### src/rtl/regfile_pkg.sv
// regfile_pkg
//   Shared constants, types and the write-enable decode helper for the
//   32 x 64-bit register file.
//   Contents: DATA_W, NREG, ZERO_REG, reg_idx_t, data_t, onehot_dec_t,
//             onehot_to_idx().
package regfile_pkg;

  localparam int DATA_W   = 64;
  localparam int NREG     = 32;
  localparam int ZERO_REG = 31;

  typedef logic [4:0]        reg_idx_t;
  typedef logic [DATA_W-1:0] data_t;

  typedef struct packed {
    reg_idx_t idx;
    logic     valid;
  } onehot_dec_t;

  // Encodes a one-hot vector to a binary index. valid is high only when
  // exactly one bit is set; idx is meaningful only when valid is high.
  function automatic onehot_dec_t onehot_to_idx(input logic [NREG-1:0] vec);
    onehot_dec_t r;
    r.idx   = '0;
    // A nonzero value with no bit left after clearing its lowest set bit.
    r.valid = (vec != '0) && ((vec & (vec - NREG'(1))) == '0);
    for (int i = 0; i < NREG; i++) begin
      if (vec[i]) r.idx = r.idx | reg_idx_t'(i);
    end
    return r;
  endfunction

endpackage

### src/rtl/regfile_32x64_mux_32_1.sv
// mux_32_1
//   DATA_W-wide 32:1 combinational selector, one per register-file read port.
//   Ports:
//     din  - 32 candidate words
//     sel  - 5-bit select
//     dout - selected word
module mux_32_1
  import regfile_pkg::*;
(
  input  data_t    din [NREG],
  input  reg_idx_t sel,
  output data_t    dout
);

  assign dout = din[sel];

endmodule

### src/rtl/regfile_32x64.sv
// regfile_32x64
//   32-entry, 64-bit register file with two combinational read ports.
//   X31 has no storage and always reads zero. A sticky flag records any
//   write-enable vector with two or more bits set; such a write is dropped.
//   Optional feature macro: REGFILE_BYPASS_EN -- when defined, a valid
//   one-hot write to X0..X30 is forwarded combinationally to any read port
//   addressing the same register in the same cycle.
//   Ports:
//     clk        - rising-edge clock
//     reset_n    - asynchronous active-low reset (clears registers and flag)
//     WriteEn    - one-hot write enable (all zero = no write)
//     WriteData  - write data
//     ReadReg1/2 - read indices
//     ReadData1/2- read data
//     OneHotErr  - sticky multi-bit write-enable flag
module regfile_32x64
  import regfile_pkg::*;
(
  input  logic              clk,
  input  logic              reset_n,
  input  logic [NREG-1:0]   WriteEn,
  input  logic [DATA_W-1:0] WriteData,
  input  logic [4:0]        ReadReg1,
  input  logic [4:0]        ReadReg2,
  output logic [DATA_W-1:0] ReadData1,
  output logic [DATA_W-1:0] ReadData2,
  output logic              OneHotErr
);

  data_t       regs_q [NREG-1];
  data_t       regs_d [NREG-1];
  logic        one_hot_err_q;
  logic        one_hot_err_d;
  onehot_dec_t wr_dec;
  logic        wr_multi;
  data_t       rd_src [NREG];
  data_t       mux_rd1;
  data_t       mux_rd2;

  assign wr_dec   = onehot_to_idx(WriteEn);
  // Nonzero but not exactly one bit: an illegal multi-hot vector.
  assign wr_multi = (WriteEn != '0) && !wr_dec.valid;

  always_comb begin
    regs_d = regs_q;
    // A write to index 31 matches no physical entry and falls away here.
    for (int i = 0; i < NREG - 1; i++) begin
      if (wr_dec.valid && (wr_dec.idx == reg_idx_t'(i))) regs_d[i] = WriteData;
    end
    one_hot_err_d = one_hot_err_q | wr_multi;
  end

  always_ff @(posedge clk or negedge reset_n) begin
    if (!reset_n) begin
      for (int i = 0; i < NREG - 1; i++) regs_q[i] <= '0;
      one_hot_err_q <= 1'b0;
    end else begin
      for (int i = 0; i < NREG - 1; i++) regs_q[i] <= regs_d[i];
      one_hot_err_q <= one_hot_err_d;
    end
  end

  always_comb begin
    for (int i = 0; i < NREG - 1; i++) rd_src[i] = regs_q[i];
    rd_src[ZERO_REG] = '0;
  end

  mux_32_1 u_mux_rd1 (.din(rd_src), .sel(ReadReg1), .dout(mux_rd1));
  mux_32_1 u_mux_rd2 (.din(rd_src), .sel(ReadReg2), .dout(mux_rd2));

`ifdef REGFILE_BYPASS_EN
  logic fwd_en;
  // Forwarding is held off during reset so reads stay zero while reset_n is low.
  assign fwd_en    = reset_n && wr_dec.valid && (wr_dec.idx != reg_idx_t'(ZERO_REG));
  assign ReadData1 = (fwd_en && (ReadReg1 == wr_dec.idx)) ? WriteData : mux_rd1;
  assign ReadData2 = (fwd_en && (ReadReg2 == wr_dec.idx)) ? WriteData : mux_rd2;
`else
  assign ReadData1 = mux_rd1;
  assign ReadData2 = mux_rd2;
`endif

  assign OneHotErr = one_hot_err_q;

endmodule

### config.mk
export PLATFORM = sky130hd
export DESIGN_NAME = regfile_32x64
export DESIGN_NICKNAME = d
export VERILOG_FILES = /design/src/rtl/regfile_pkg.sv /design/src/rtl/regfile_32x64_mux_32_1.sv /design/src/rtl/regfile_32x64.sv
export SDC_FILE = /design/constraint.sdc
export NUM_CORES = 2
export LEC_CHECK = 0
export CORE_MARGIN = 5
export CORE_UTILIZATION = 50
export DETAILED_ROUTE_END_ITERATION = 12
export PLACE_DENSITY = 0.66
export SLEW_MARGIN = 10
export SYNTH_ARGS = -nofsm -noshare
export SYNTH_HDL_FRONTEND = slang
export SYNTH_SLANG_ARGS = --single-unit
export TNS_END_PERCENT = 20
### constraint.sdc
create_clock -name clk -period 5.2 [get_ports clk]
set_input_delay 1.04 -clock clk [delete_from_list [all_inputs] [get_ports clk]]
set_output_delay 1.04 -clock clk [all_outputs]
set_load 0.01 [all_outputs]
==> results.md <==
* R2R Path End: rd_src[334]
* Pwr per Cell Area at ~280 nW/um^2
* Clock skew at 0 ns
* Critical path data arrival time at between 3 and 4 ns
* Post-synthesis compound-gate area fraction at 0.007435
* Minimum clock period at slightly below 5 ns
* Layout Nets at 6582
* Main flop type after synthesis: dfrtp_1
* # H-tree levels at 4
* Sequential share of power at 0.466
* Worst hold slack at around 0.22 ns
* Average size of a mapped cell at ~16 sq um
* Post-synthesis async set-or-reset flop share at 1.000
* DRC errors left at 0
* Clock transition at path regs at 0.06 ns
* Worst slew pin tran at approximately 1.2 ns
* Reg2reg start: rd_src[334]
* I/O pin total at 237
* DR WL/cell at ~32 um
* Area share of xor/xnor cells in the synthesized design at 0
* Final period util at 0.9345
* Switching power at a little under 8 mW
* Yosys warnings at 0
* Setup WS pre-CTS at 0.3272 ns
* Register bit total from synthesis at 1985
* Switching part of the total power at 0.2351
* P_int at between 20 and 30 mW
* Worst rel slew slack at 0.2257
* Leak Pwr at roughly 56 nW
* Fin area at roughly 120000 sq um
* Layout area overhead at 13.07%
* CP startpoint kind: input pin
* Worst reg-to-reg path cell count at 1
* 1st-pass router iterations at 5
* FMAX at 205.8 MHz
* Area of the die at ~220000 sq um
* Mapped Nets at around 6600
* Post-CTS setup buffers at 0
* Adder-cell area share of the yosys netlist at 0.00009456
* Fraction of synthesized area in multiplexers at 0.4819
* Setup ws final at approximately 0.34 ns
* Critical Path Start: ReadReg2[1]
* Post-Synth Simple-Gate Area at 0.01439
* Worst VDD drop at around 370 uV
* Main combinational cell family by area after synthesis: multiplexers
* # port buffers at about 240
* Gr ovfl total at 0
* # Max-Cap Violations at 0
* Count of pins over their slew limit at 0
* Initial antenna violation count at 16
* Hold buffer count at CTS at 0
* PostCTS Resize Cnt at 0
* Chip Height at between 400 and 500 um
* Share of the synthesized area in the top cell type at 0.4693
* Clk_lat worst skew at 0.85 ns
* Worst Path Required at roughly 4.2 ns
* Fin. Hold Viols at 0
* Post-synth EDFFs at 0
* Initial core utilization at 0.5036
* Post-synthesis cell type count at 49
* Cells after synthesis at roughly 6500
* Hold Crit Class: in2async
* DP Wirelength at 174200 um
* Row cnt at 168
* Largest net degree at the start of global routing at about 150
* Final Power at roughly 33 mW
* Cell Area, Synth at 105900 sq um
* Tot GR Track Use at 0.2785
* RSZ-0062 raised after global routing: false
* Clock buffer count from CTS at around 220
* Clk pwr share at 0.476
* Vias in the first global route at between 60000 and 70000
* Via density per instance at between 6 and 7
* Final WL at 306700 um
* Detail Route Antenna Nets at 0
* R2R setup slack at around 4.3 ns
* Placed insts at 9061
* Main area contributors after synthesis: dfrtp_1 (47%), mux4_2 (25%), mux2_2 (15%), mux2_1 (7.7%), clkbuf_1 (1.5%)
* Status: completed
* Clk buf depth at 3
* Share of layout cells above drive strength 1 at 0.4797
* Die Span X at about 470 um
* Core box area at between 200000 and 250000 sq um
* Setup violators final at 0
* Via count at 63105
* First-pass GRT wire length at about 460000 um
* GP Congestion at between 0.8 and 0.9
* Final Core Density at 0.5694
* CTS tree: done
* Setup crit end kind: primary output
* Post-DP Area at 112300 sq um
* Sequential fraction of the synthesis area at 0.4693
* Setup TNS at 0 ns
* Area leader, netlist: dfrtp_1
* Gate power share at 0.058
* CTS root buf: clkbuf_16
* Clock sinks at just under 2000
* Max FO, Critical Path at 23
* Setup CP Type: in2out
* Iter 0 DRT Violations at around 5100
* Post-Layout Cell Count at about 9500
==> synthesized netlist by cell type, drive strengths merged (2+ instances only) <==
cell type     n
and4          3
nand3         8
nand4b        2
nor2b         2
mux2       2112
a22oi         2
o21ai       136
mux4       1152
clkbuf      418
buf         286
and3         10
nor4         13
nor2         23
dfrtp      1985
nand2       135
mux2i       128
or2           2
or3           2
nand4        26
nor3         16
a21oi         4
==> cells by family after synthesis <==
kind of cell | after synthesis
buffers and inverters | 704
DFF | 1985
adders and majority gates | 1
AOI/OAI and AO/OA | 151
muxes | 3392
and+or+nand+nor | 247
==> power by group through the flow <==
stage	clock network (mW)	logic, mW	registers [mW]
3_5_place_dp	0	1.95	15.7
6_report	15.8	1.91	15.4
2_1_floorplan	0	0.969	15.7
4_1_cts	16.1	1.95	15.4
5_1_grt	16.7	2.06	15.4
3_3_place_gp	0	1.93	15.7
==> registers in the layout, indices dropped and copies added, names as in the netlist <==
name	flops
OneHotErr	1
rd_src	1984
==> worst max-delay path, cell delays in order <==
cell and delay (ns):
buf_8 0.14, nor2b_4 0.86, buf_4 0.49, nand2_1 0.10
o21ai_0 0.08, mux4_2 0.24, mux2_2 0.25, clkdlybuf4s50_1 0.57
==> area by class of cell <==
cell class	count	area (sq um)
clock inverter	79	833.3
fill	16216	90510
antenna	10	25.02
tap	2805	3510
multi-input combinational	3791	53400
sequential	1985	49670
timing repair buffer	480	5756
clock buffer	327	6487
==> per-layer routing <==
layer / GRT usage / routed length, um / vias to the layer above
met3: 0.03944 / 16850 / 495
met5: 0 / 21 / -
li1: - / - / 25359
met2: 0.4595 / 152000 / 2195
met1: 0.3866 / 128000 / 35052
met4: 0.08789 / 9825 / 4
==> cell usage in the layout (no fill, tap or decap), types with 46 or more instances in the layout <==
cell / netlist / layout
dfrtp_1: 1985 / 1985
mux2_2: 1390 / 1390
mux4_2: 1152 / 1152
mux2_1: 722 / 722
clkdlybuf4s50_1: 0 / 225
clkbuf_16: 0 / 220
nand2_1: 135 / 134
o21ai_0: 133 / 133
mux2i_1: 128 / 128
buf_4: 8 / 124
buf_12: 0 / 120
clkbuf_8: 0 / 58
clkbuf_1: 418 / 49
clkinv_2: 0 / 46
==> how the worst max path moves through the flow <==
| stage | endpoint |
|---|---|
| finish | ReadData2[51] |
| global route | ReadData2[58] |
| CTS | ReadData2[36] |
| detailed placement | rd_src[245] |
| global placement | rd_src[252] |
| floorplan | ReadData1[16] |
(Power assumes the default switching activity.)
